===== src/rtl/wb_write_arbiter.sv =====
// Writeback arbiter: merges single-cycle ALU results and buffered LSU results onto the
// register file write port. Optional macro WB_PEND_LOOKUP_EN enables the pending-write lookup.
module wb_write_arbiter #(
    parameter int DEPTH      = 4,
    parameter int STARVE_MAX = 3
) (
    input  logic                       clk,
    input  logic                       rst,
    input  logic                       alu_valid,
    input  logic [4:0]                 alu_rd,
    input  logic [31:0]                alu_data,
    output logic                       alu_hold,
    input  logic                       lsu_valid,
    input  logic [4:0]                 lsu_rd,
    input  logic [31:0]                lsu_data,
    output logic                       lsu_ready,
    output logic                       RegWrite,
    output logic [4:0]                 WriteRegister,
    output logic [31:0]                WriteData,
    output logic [$clog2(DEPTH+1)-1:0] buf_count,
    input  logic [4:0]                 pend_query_rd,
    output logic                       pend_hit,
    output logic [31:0]                pend_data
);
    localparam int PW = $clog2(DEPTH);
    localparam int CW = $clog2(DEPTH + 1);
    localparam int SW = (STARVE_MAX < 1) ? 1 : $clog2(STARVE_MAX + 1);
    localparam logic [CW-1:0] FULL_CNT   = CW'(DEPTH);
    localparam logic [SW-1:0] STARVE_LIM = SW'(STARVE_MAX);

    logic [DEPTH-1:0] live_q, live_d;
    logic [4:0]       rd_q   [DEPTH];
    logic [4:0]       rd_d   [DEPTH];
    logic [31:0]      data_q [DEPTH];
    logic [31:0]      data_d [DEPTH];
    logic [PW-1:0]    wr_ptr_q, wr_ptr_d, rd_ptr_q, rd_ptr_d;
    logic [CW-1:0]    count_q, count_d;
    logic [SW-1:0]    starve_q, starve_d;
    logic             reg_write_q, reg_write_d;
    logic [4:0]       wreg_q, wreg_d;
    logic [31:0]      wdata_q, wdata_d;

    logic empty, alu_wr, lsu_acc, push, pop;

    assign empty     = (count_q == '0);
    assign alu_hold  = (starve_q == STARVE_LIM) && !empty;
    assign lsu_ready = (count_q != FULL_CNT);
    assign alu_wr    = alu_valid && !alu_hold && (alu_rd != 5'd0);
    assign lsu_acc   = lsu_valid && lsu_ready;
    // A same-cycle LSU write to the ALU's rd is older than the ALU write, so it is dropped.
    assign push      = lsu_acc && (lsu_rd != 5'd0) && !(alu_wr && (lsu_rd == alu_rd));
    assign pop       = !alu_wr && !empty;

    always_comb begin
        live_d      = live_q;
        rd_d        = rd_q;
        data_d      = data_q;
        wr_ptr_d    = wr_ptr_q;
        rd_ptr_d    = rd_ptr_q;
        count_d     = count_q;
        starve_d    = starve_q;
        reg_write_d = 1'b0;
        wreg_d      = wreg_q;
        wdata_d     = wdata_q;

        if (alu_wr) begin
            for (int i = 0; i < DEPTH; i++) begin
                if (rd_q[i] == alu_rd) live_d[i] = 1'b0;
            end
            reg_write_d = 1'b1;
            wreg_d      = alu_rd;
            wdata_d     = alu_data;
        end else if (pop) begin
            if (live_q[rd_ptr_q]) begin
                reg_write_d = 1'b1;
                wreg_d      = rd_q[rd_ptr_q];
                wdata_d     = data_q[rd_ptr_q];
            end
            rd_ptr_d = rd_ptr_q + PW'(1);
        end

        // Push after the squash so a reused slot always starts live.
        if (push) begin
            live_d[wr_ptr_q] = 1'b1;
            rd_d[wr_ptr_q]   = lsu_rd;
            data_d[wr_ptr_q] = lsu_data;
            wr_ptr_d         = wr_ptr_q + PW'(1);
        end

        case ({push, pop})
            2'b10:   count_d = count_q + CW'(1);
            2'b01:   count_d = count_q - CW'(1);
            default: count_d = count_q;
        endcase

        if (pop || empty)
            starve_d = '0;
        else if (alu_wr)
            starve_d = starve_q + SW'(1);
    end

    always_ff @(posedge clk or posedge rst) begin
        if (rst) begin
            live_q      <= '0;
            wr_ptr_q    <= '0;
            rd_ptr_q    <= '0;
            count_q     <= '0;
            starve_q    <= '0;
            reg_write_q <= 1'b0;
            wreg_q      <= '0;
            wdata_q     <= '0;
            for (int i = 0; i < DEPTH; i++) begin
                rd_q[i]   <= '0;
                data_q[i] <= '0;
            end
        end else begin
            live_q      <= live_d;
            rd_q        <= rd_d;
            data_q      <= data_d;
            wr_ptr_q    <= wr_ptr_d;
            rd_ptr_q    <= rd_ptr_d;
            count_q     <= count_d;
            starve_q    <= starve_d;
            reg_write_q <= reg_write_d;
            wreg_q      <= wreg_d;
            wdata_q     <= wdata_d;
        end
    end

    assign RegWrite      = reg_write_q;
    assign WriteRegister = wreg_q;
    assign WriteData     = wdata_q;
    assign buf_count     = count_q;

`ifdef WB_PEND_LOOKUP_EN
    logic [PW-1:0] idx;

    // Scan oldest to youngest so the last match left standing is the youngest.
    always_comb begin
        pend_hit  = 1'b0;
        pend_data = '0;
        idx       = '0;
        for (int i = 0; i < DEPTH; i++) begin
            idx = rd_ptr_q + PW'(i);
            if ((CW'(i) < count_q) && live_q[idx] && (rd_q[idx] == pend_query_rd) &&
                (pend_query_rd != 5'd0)) begin
                pend_hit  = 1'b1;
                pend_data = data_q[idx];
            end
        end
    end
`else
    logic unused_query;
    assign unused_query = ^pend_query_rd;
    assign pend_hit     = 1'b0;
    assign pend_data    = '0;
`endif

endmodule


===== config.mk =====
export PLATFORM = sky130hd
export DESIGN_NAME = wb_write_arbiter
export DESIGN_NICKNAME = d
export VERILOG_FILES = /design/src/rtl/wb_write_arbiter.sv
export SDC_FILE = /design/constraint.sdc
export NUM_CORES = 1
export LEC_CHECK = 0
export BUFFER_PORTS_ARGS = -buffer_cell sky130_fd_sc_hd__buf_2
export CORE_ASPECT_RATIO = 0.7
export CORE_MARGIN = 1.5
export CORE_UTILIZATION = 57
export CTS_CLUSTER_DIAMETER = 50
export DETAILED_ROUTE_END_ITERATION = 8
export PLACE_DENSITY = 0.82
export RECOVER_POWER = 100
export SYNTH_ARGS = -nofsm -noshare
export SYNTH_HDL_FRONTEND = slang
export SYNTH_SLANG_ARGS = --single-unit
export TNS_END_PERCENT = 1

===== constraint.sdc =====
create_clock -name clk -period 8.2 [get_ports clk]
set_input_delay 0.82 -clock clk [delete_from_list [all_inputs] [get_ports clk]]
set_output_delay 0.82 -clock clk [all_outputs]
set_load 0.05 [all_outputs]

# Word-level counts from Yosys, hierarchy flattened
# Cells that the tools add are included.
dict set report totals {
  in_bits 83
  register_bits 199
  word_cells 98
  output_inout_bits 76
}
dict set report classes {
  n_eq_ne 9
  muxes 34
  addsub 5
  reduce_logical 24
  order_cmp 6
  bitwise 4
}
# operator count
set ops {}
lappend ops {{$mux W32} 6}
lappend ops {{$bwmux W128} 1}
lappend ops {{$bmux W32 S2} 1}
lappend ops {{$demux W32 S2} 1}
lappend ops {{$mux W5} 6}
lappend ops {{$eq A5 B5 Y1} 5}
lappend ops {{$bwmux W20} 1}
lappend ops {{$bmux W5 S2} 1}
lappend ops {{$demux W5 S2} 1}
lappend ops {{$logic_and A1 B1 Y1} 10}
lappend ops {{$reduce_bool A5 Y1} 2}
lappend ops {{$mux W1} 9}
lappend ops {{$mux W4} 2}
lappend ops {{$reduce_bool A2 Y1} 4}
lappend ops {{$add A2 B1 Y2 const B} 3}
lappend ops {{$ge A3 B3 Y1 const B} 2}
lappend ops {{$lt A2 B3 Y1 const B} 2}
lappend ops {{$not A2 Y3} 2}
lappend ops {{$pmux W3 S2} 1}
lappend ops {{$eq A2 B2 Y1 const B} 2}
lappend ops {{$logic_not A1 Y1} 4}
lappend ops {{$mux W2} 2}
lappend ops {{$or A4 B4 Y4} 1}
lappend ops {{$reduce_and A2 Y1} 2}
lappend ops {{11 further kinds} 11}

# Depth between registers and ports, before layout
dict set report logic_depth {
  depth_word 11
  ltp_mapped 12
  ltp_nobuf 11
}

# Worst setup path before layout
# OpenSTA, ideal clock, no wires.
dict set report synth_path {
  path_type {input -> register}
  start {input port alu_rd[1]}
  end {register count_q[2], in the netlist buf_count[2]}
  n_path_buf 1
  stages 10
  arrival_time_ns 2.998
  setup_ns 0.082
  slack_ns 5.120
  required_time_ns 8.118
  cell_sequence {buf_2 -> or4_4 -> o211ai_4 -> and2_1 -> ha_1 -> inv_1 -> fa_1 -> xor2_1 -> nor2_1 -> xor2_1}
}
dict set report synth_via {
  elab_chain_len 7
  word_cells_on_any_way 12
  classes_between {3 x eq/ne; 1 x mux; 8 x reduce/logical}
}
# element line_no
set synth_rtl {}
lappend synth_rtl {{start: declaration} 10} ;# input logic [4:0] alu_rd,
lappend synth_rtl {{$reduce_bool A5 Y1} 48} ;# assign alu_wr = alu_valid && !alu_hold && (alu_rd != 5'd0);
lappend synth_rtl {{$logic_and A1 B1 Y1} 48}
lappend synth_rtl {{$logic_and A1 B1 Y1} 51} ;# assign push = lsu_acc && (lsu_rd != 5'd0) && !(alu_wr && (lsu_rd == alu_rd));
lappend synth_rtl {{$logic_not A1 Y1} 51}
lappend synth_rtl {{$logic_and A1 B1 Y1} 51}
lappend synth_rtl {{$eq A2 B1 Y1 or $eq A2 B2 Y1 (tied branches)} 90} ;# case ({push, pop})
lappend synth_rtl {{$pmux W3 S2 or $reduce_bool A2 Y1 (tied branches)} --}
lappend synth_rtl {{end signal: assignment} 122} ;# count_q <= count_d;
lappend synth_rtl {{end: declaration} 37} ;# logic [CW-1:0] count_q, count_d;
# Several ways; a longest one is shown, not always the timed one.
# A chain may end at the register's enable or synchronous reset.

# Worst setup path after layout
dict set report layout_path {
  start {input port alu_rd[1]}
  end {register rd_q[10] (netlist bit)}
}
dict set report layout_via {
  elab_chain_len 5
  word_cells_on_any_way 6
  classes_between {1 x eq/ne; 5 x reduce/logical}
}
# element line_no
set layout_rtl {}
lappend layout_rtl {{$reduce_bool A5 Y1} 48}
lappend layout_rtl {{$logic_and A1 B1 Y1} 48}
lappend layout_rtl {{$logic_and A1 B1 Y1 *} 51}
lappend layout_rtl {{$logic_not A1 Y1 *} 51}
lappend layout_rtl {{$logic_and A1 B1 Y1 *} 51}
lappend layout_rtl {{end signal: assignment} 118} ;# rd_q <= rd_d;
lappend layout_rtl {{end: declaration} 32} ;# logic [4:0] rd_q [DEPTH];
# Mark *: on every way between the ends. The rest lies on a longest branch, timed or not.

==> reports/results.txt <==
Nets: 851
Sequential cell area: 4980 µm²
Reg clk slew, reported paths: 0.06 ns
Fillers: 1279
Vias per cell: 5.56
Final hold violation count: 0
DRT antenna net count: 0
Synthesis Warnings: 0
Hold_buf cts: 0
GR met2 Demand/Resource: 38.3%
Met3 Usage GRT: 5.55%
Synth top area share: 52.6%
Sequential share of the synthesized area: 52.6%
Max_slew headroom: -221%
Postcts setup bufs: 0
F_max: 180 MHz
Worst setup SP type: input pin
Die ar.: 17400 µm²
Failing checks: capacitance limit, slew limit
CTS H-tree depth: 4
WS Path Type: in -> reg
RSZ-0062 raised after global routing: false
Detailed Place HPWL: 12900 µm
Number of synthesized register bits: 199
# DRC: 0
Skew final: 0.00731 ns
Drt pass-1 iters: 4
Clock root cell: clkbuf_16
Post-cts resize count: 0
Total GRT Usage: 24.4%
Netlist cell types: 33
Ports: 159
Cts bufs inserted: 17
Congestion Overflow GR: 0
Final setup violating endpoints: 0
Area of the multi-input gates: 3960 µm²
Worst VDD drop: 311 µV
Synthesized cell area: 9460 µm²
Iter 0 DRT Violations: 419
Final Max Tran Viols: 270
Largest cells by area after synthesis: dfrtp_1, mux4_2, mux2_2, mux2_1, mux2_4
CP endpoint kind: register
Leakage: 4.61 nW
Arr. time, crit path: 5.86 ns
GR Util met1: 34.2%
Initial cell density of the core: 58.1%
Antenna violations before repair: 4
Power Density: 446 nW/µm²
TNS Setup: 0 ns
Cell row count: 39
Via Count: 5560
Min Tclk post-route: 5.55 ns
HP Class: reg -> reg
Latest clock arrival within the worst-skew pair: 0.43 ns
Status: complete, but fails checks
WL/cell: 19.8 µm
Layer with the highest usage: met2
Layout cells sized above 1: 29.3%
Tightest Pin Transition: 4.79 ns
Vias in the first global route: 6063
Ratio of final minimum period to clock period: 67.7%
Area delta synth->final: 10.1%
Routability cong.: 0.839
Largest net degree at the start of global routing: 113
Cell taking the most area after synthesis: dfrtp_1
DRT Wirelength: 19800 µm
CTS Sinks: 199
Overall power: 4.65 mW
Core box area: 16300 µm²
Synth Instances: 653
Post-Syn Area per Cell: 14.5 µm²
CP max FO: 25
CP Data Required Time: 8.51 ns
IO Port Bufs: 120
Max Cap Violations: 9
Die extent in y: 111 µm
First-pass GRT wire length: 32000 µm
Clock buffer depth: 2
CTS tree: built
Die X: 157 µm
==> flip-flops by register name, indices dropped and copies added, names as in the netlist <==
name / count
wr_ptr_q: 2
WriteRegister: 5
WriteData: 32
rd_q: 20
live_q: 4
RegWrite: 1
data_q: 128
rd_ptr_q: 2
starve_q: 2
buf_count: 3
==> metal layers <==
layer / wire (µm) / vias up
li1: - / 2491
met4: 333 / 2
met1: 8510 / 2855
met3: 1330 / 30
met2: 9580 / 182
met5: 11 / -
==> final cells by class <==
type	count	area share, %
Multi-Input combinational cell	404	38.0
Inverter	8	0.300
Clock inverter	3	0.384
Clock buffer	27	4.92
Tap cell	225	2.70
Timing Repair Buffer	131	5.81
Antenna cell	3	0.0720
Sequential cell	199	47.8
==> synth_stat cells <==
cell type / instances
a21oi_1: 37
o211ai_1: 1
o211ai_4: 1
o41ai_1: 4
fa_1: 1
buf_2: 11
or3_1: 2
mux2_4: 29
nor2_1: 38
nor3b_1: 1
buf_4: 39
xor2_1: 14
nor3_1: 3
or4_4: 1
clkbuf_1: 13
and2_1: 1
inv_1: 8
o211ai_2: 3
dfrtp_1: 199
ha_1: 6
buf_1: 3
mux4_2: 38
nand3_1: 6
buf_6: 8
conb_1: 1
o31ai_1: 1
o311a_1: 1
xnor2_1: 17
mux2_2: 73
nand2_1: 7
mux2_1: 47
mux2i_1: 38
o21a_1: 1
==> cells in the final DEF, fill, tap and decap left out, types with 2 or more instances in the layout <==
cell / Yosys / final
clkinv_2: 0 / 2
nor3_1: 3 / 3
o211ai_1: 1 / 4
nand3_1: 6 / 6
mux2_2: 73 / 75
mux2_1: 47 / 71
buf_4: 39 / 5
mux2i_1: 38 / 38
xnor2_1: 17 / 17
diode_2: 0 / 3
nor2_1: 38 / 38
ha_1: 6 / 6
conb_1: 1 / 33
clkbuf_8: 0 / 5
a21oi_1: 37 / 37
clkbuf_16: 0 / 17
clkbuf_1: 13 / 55
o41ai_1: 4 / 4
dfrtp_2: 0 / 2
nand2_1: 7 / 7
xor2_1: 14 / 14
inv_1: 8 / 7
mux2_4: 29 / 3
or3_1: 2 / 2
buf_2: 11 / 76
mux4_2: 38 / 38
dfrtp_1: 199 / 197
==> worst paths after layout <==
| path | cells past startpoint | to | slack, ns | start |
|---|---|---|---|---|
| max reg2reg | 6 | rd_q[10] | 2.72 | buf_count[0] |
| min in group asynchronous | 2 | data_q[18] | 1.85 | rst |
| min | 1 | starve_q[0] | 0.46 | starve_q[0] |
| max | 7 | rd_q[10] | 2.65 | alu_rd[1] |
| min reg2reg | 1 | starve_q[0] | 0.46 | starve_q[0] |
| max in group asynchronous | 3 | rd_ptr_q[1] | 3.63 | rst |
==> report_power, final <==
| group | total (mW) | internal [mW] | leakage, nW | switching (mW) |
|---|---|---|---|---|
| sequential | 1.80 | 1.50 | 2.34 | 0.297 |
| clock | 0.793 | 0.456 | 0.273 | 0.337 |
| combinational | 2.06 | 0.901 | 2.00 | 1.15 |
==> kinds of logic (layout without fill, tap and decap cells) <==
kind of cell	count (synthesis)	count (layout)	synth area share, %
buffers and inverters	82	169	5.58
adder cells (fa/ha/maj)	7	7	1.00
AO/OA/AOI/OAI	49	49	3.29
AND/OR/NAND/NOR	59	59	2.66
other	1	36	0.0396
flip-flops	199	199	52.6
XOR/XNOR	31	31	2.87
multiplexers	225	225	31.9
==> worst max-delay path, stage by stage <==
cell and delay (ns):
clkbuf_1 0.38, or4_1 0.28, o211ai_4 0.09, clkbuf_1 0.67, o211ai_1 1.94, clkbuf_1 1.20, mux2_2 0.44
==> per-stage QoR <==
stage	hold WS (ns)	util [%]	worst slack (ns)	cells	area, µm²
3_3_place_gp	0.432	61.9	4.66	967	10100
2_1_floorplan	0.419	-	1.95	685	9580
4_1_cts	0.458	65.3	4.93	997	10600
5_1_grt	0.467	63.9	2.44	998	10400
6_report	0.458	63.9	2.65	1000	10400
3_5_place_dp	0.450	61.9	4.58	967	10100
(Power assumes the default switching activity.)
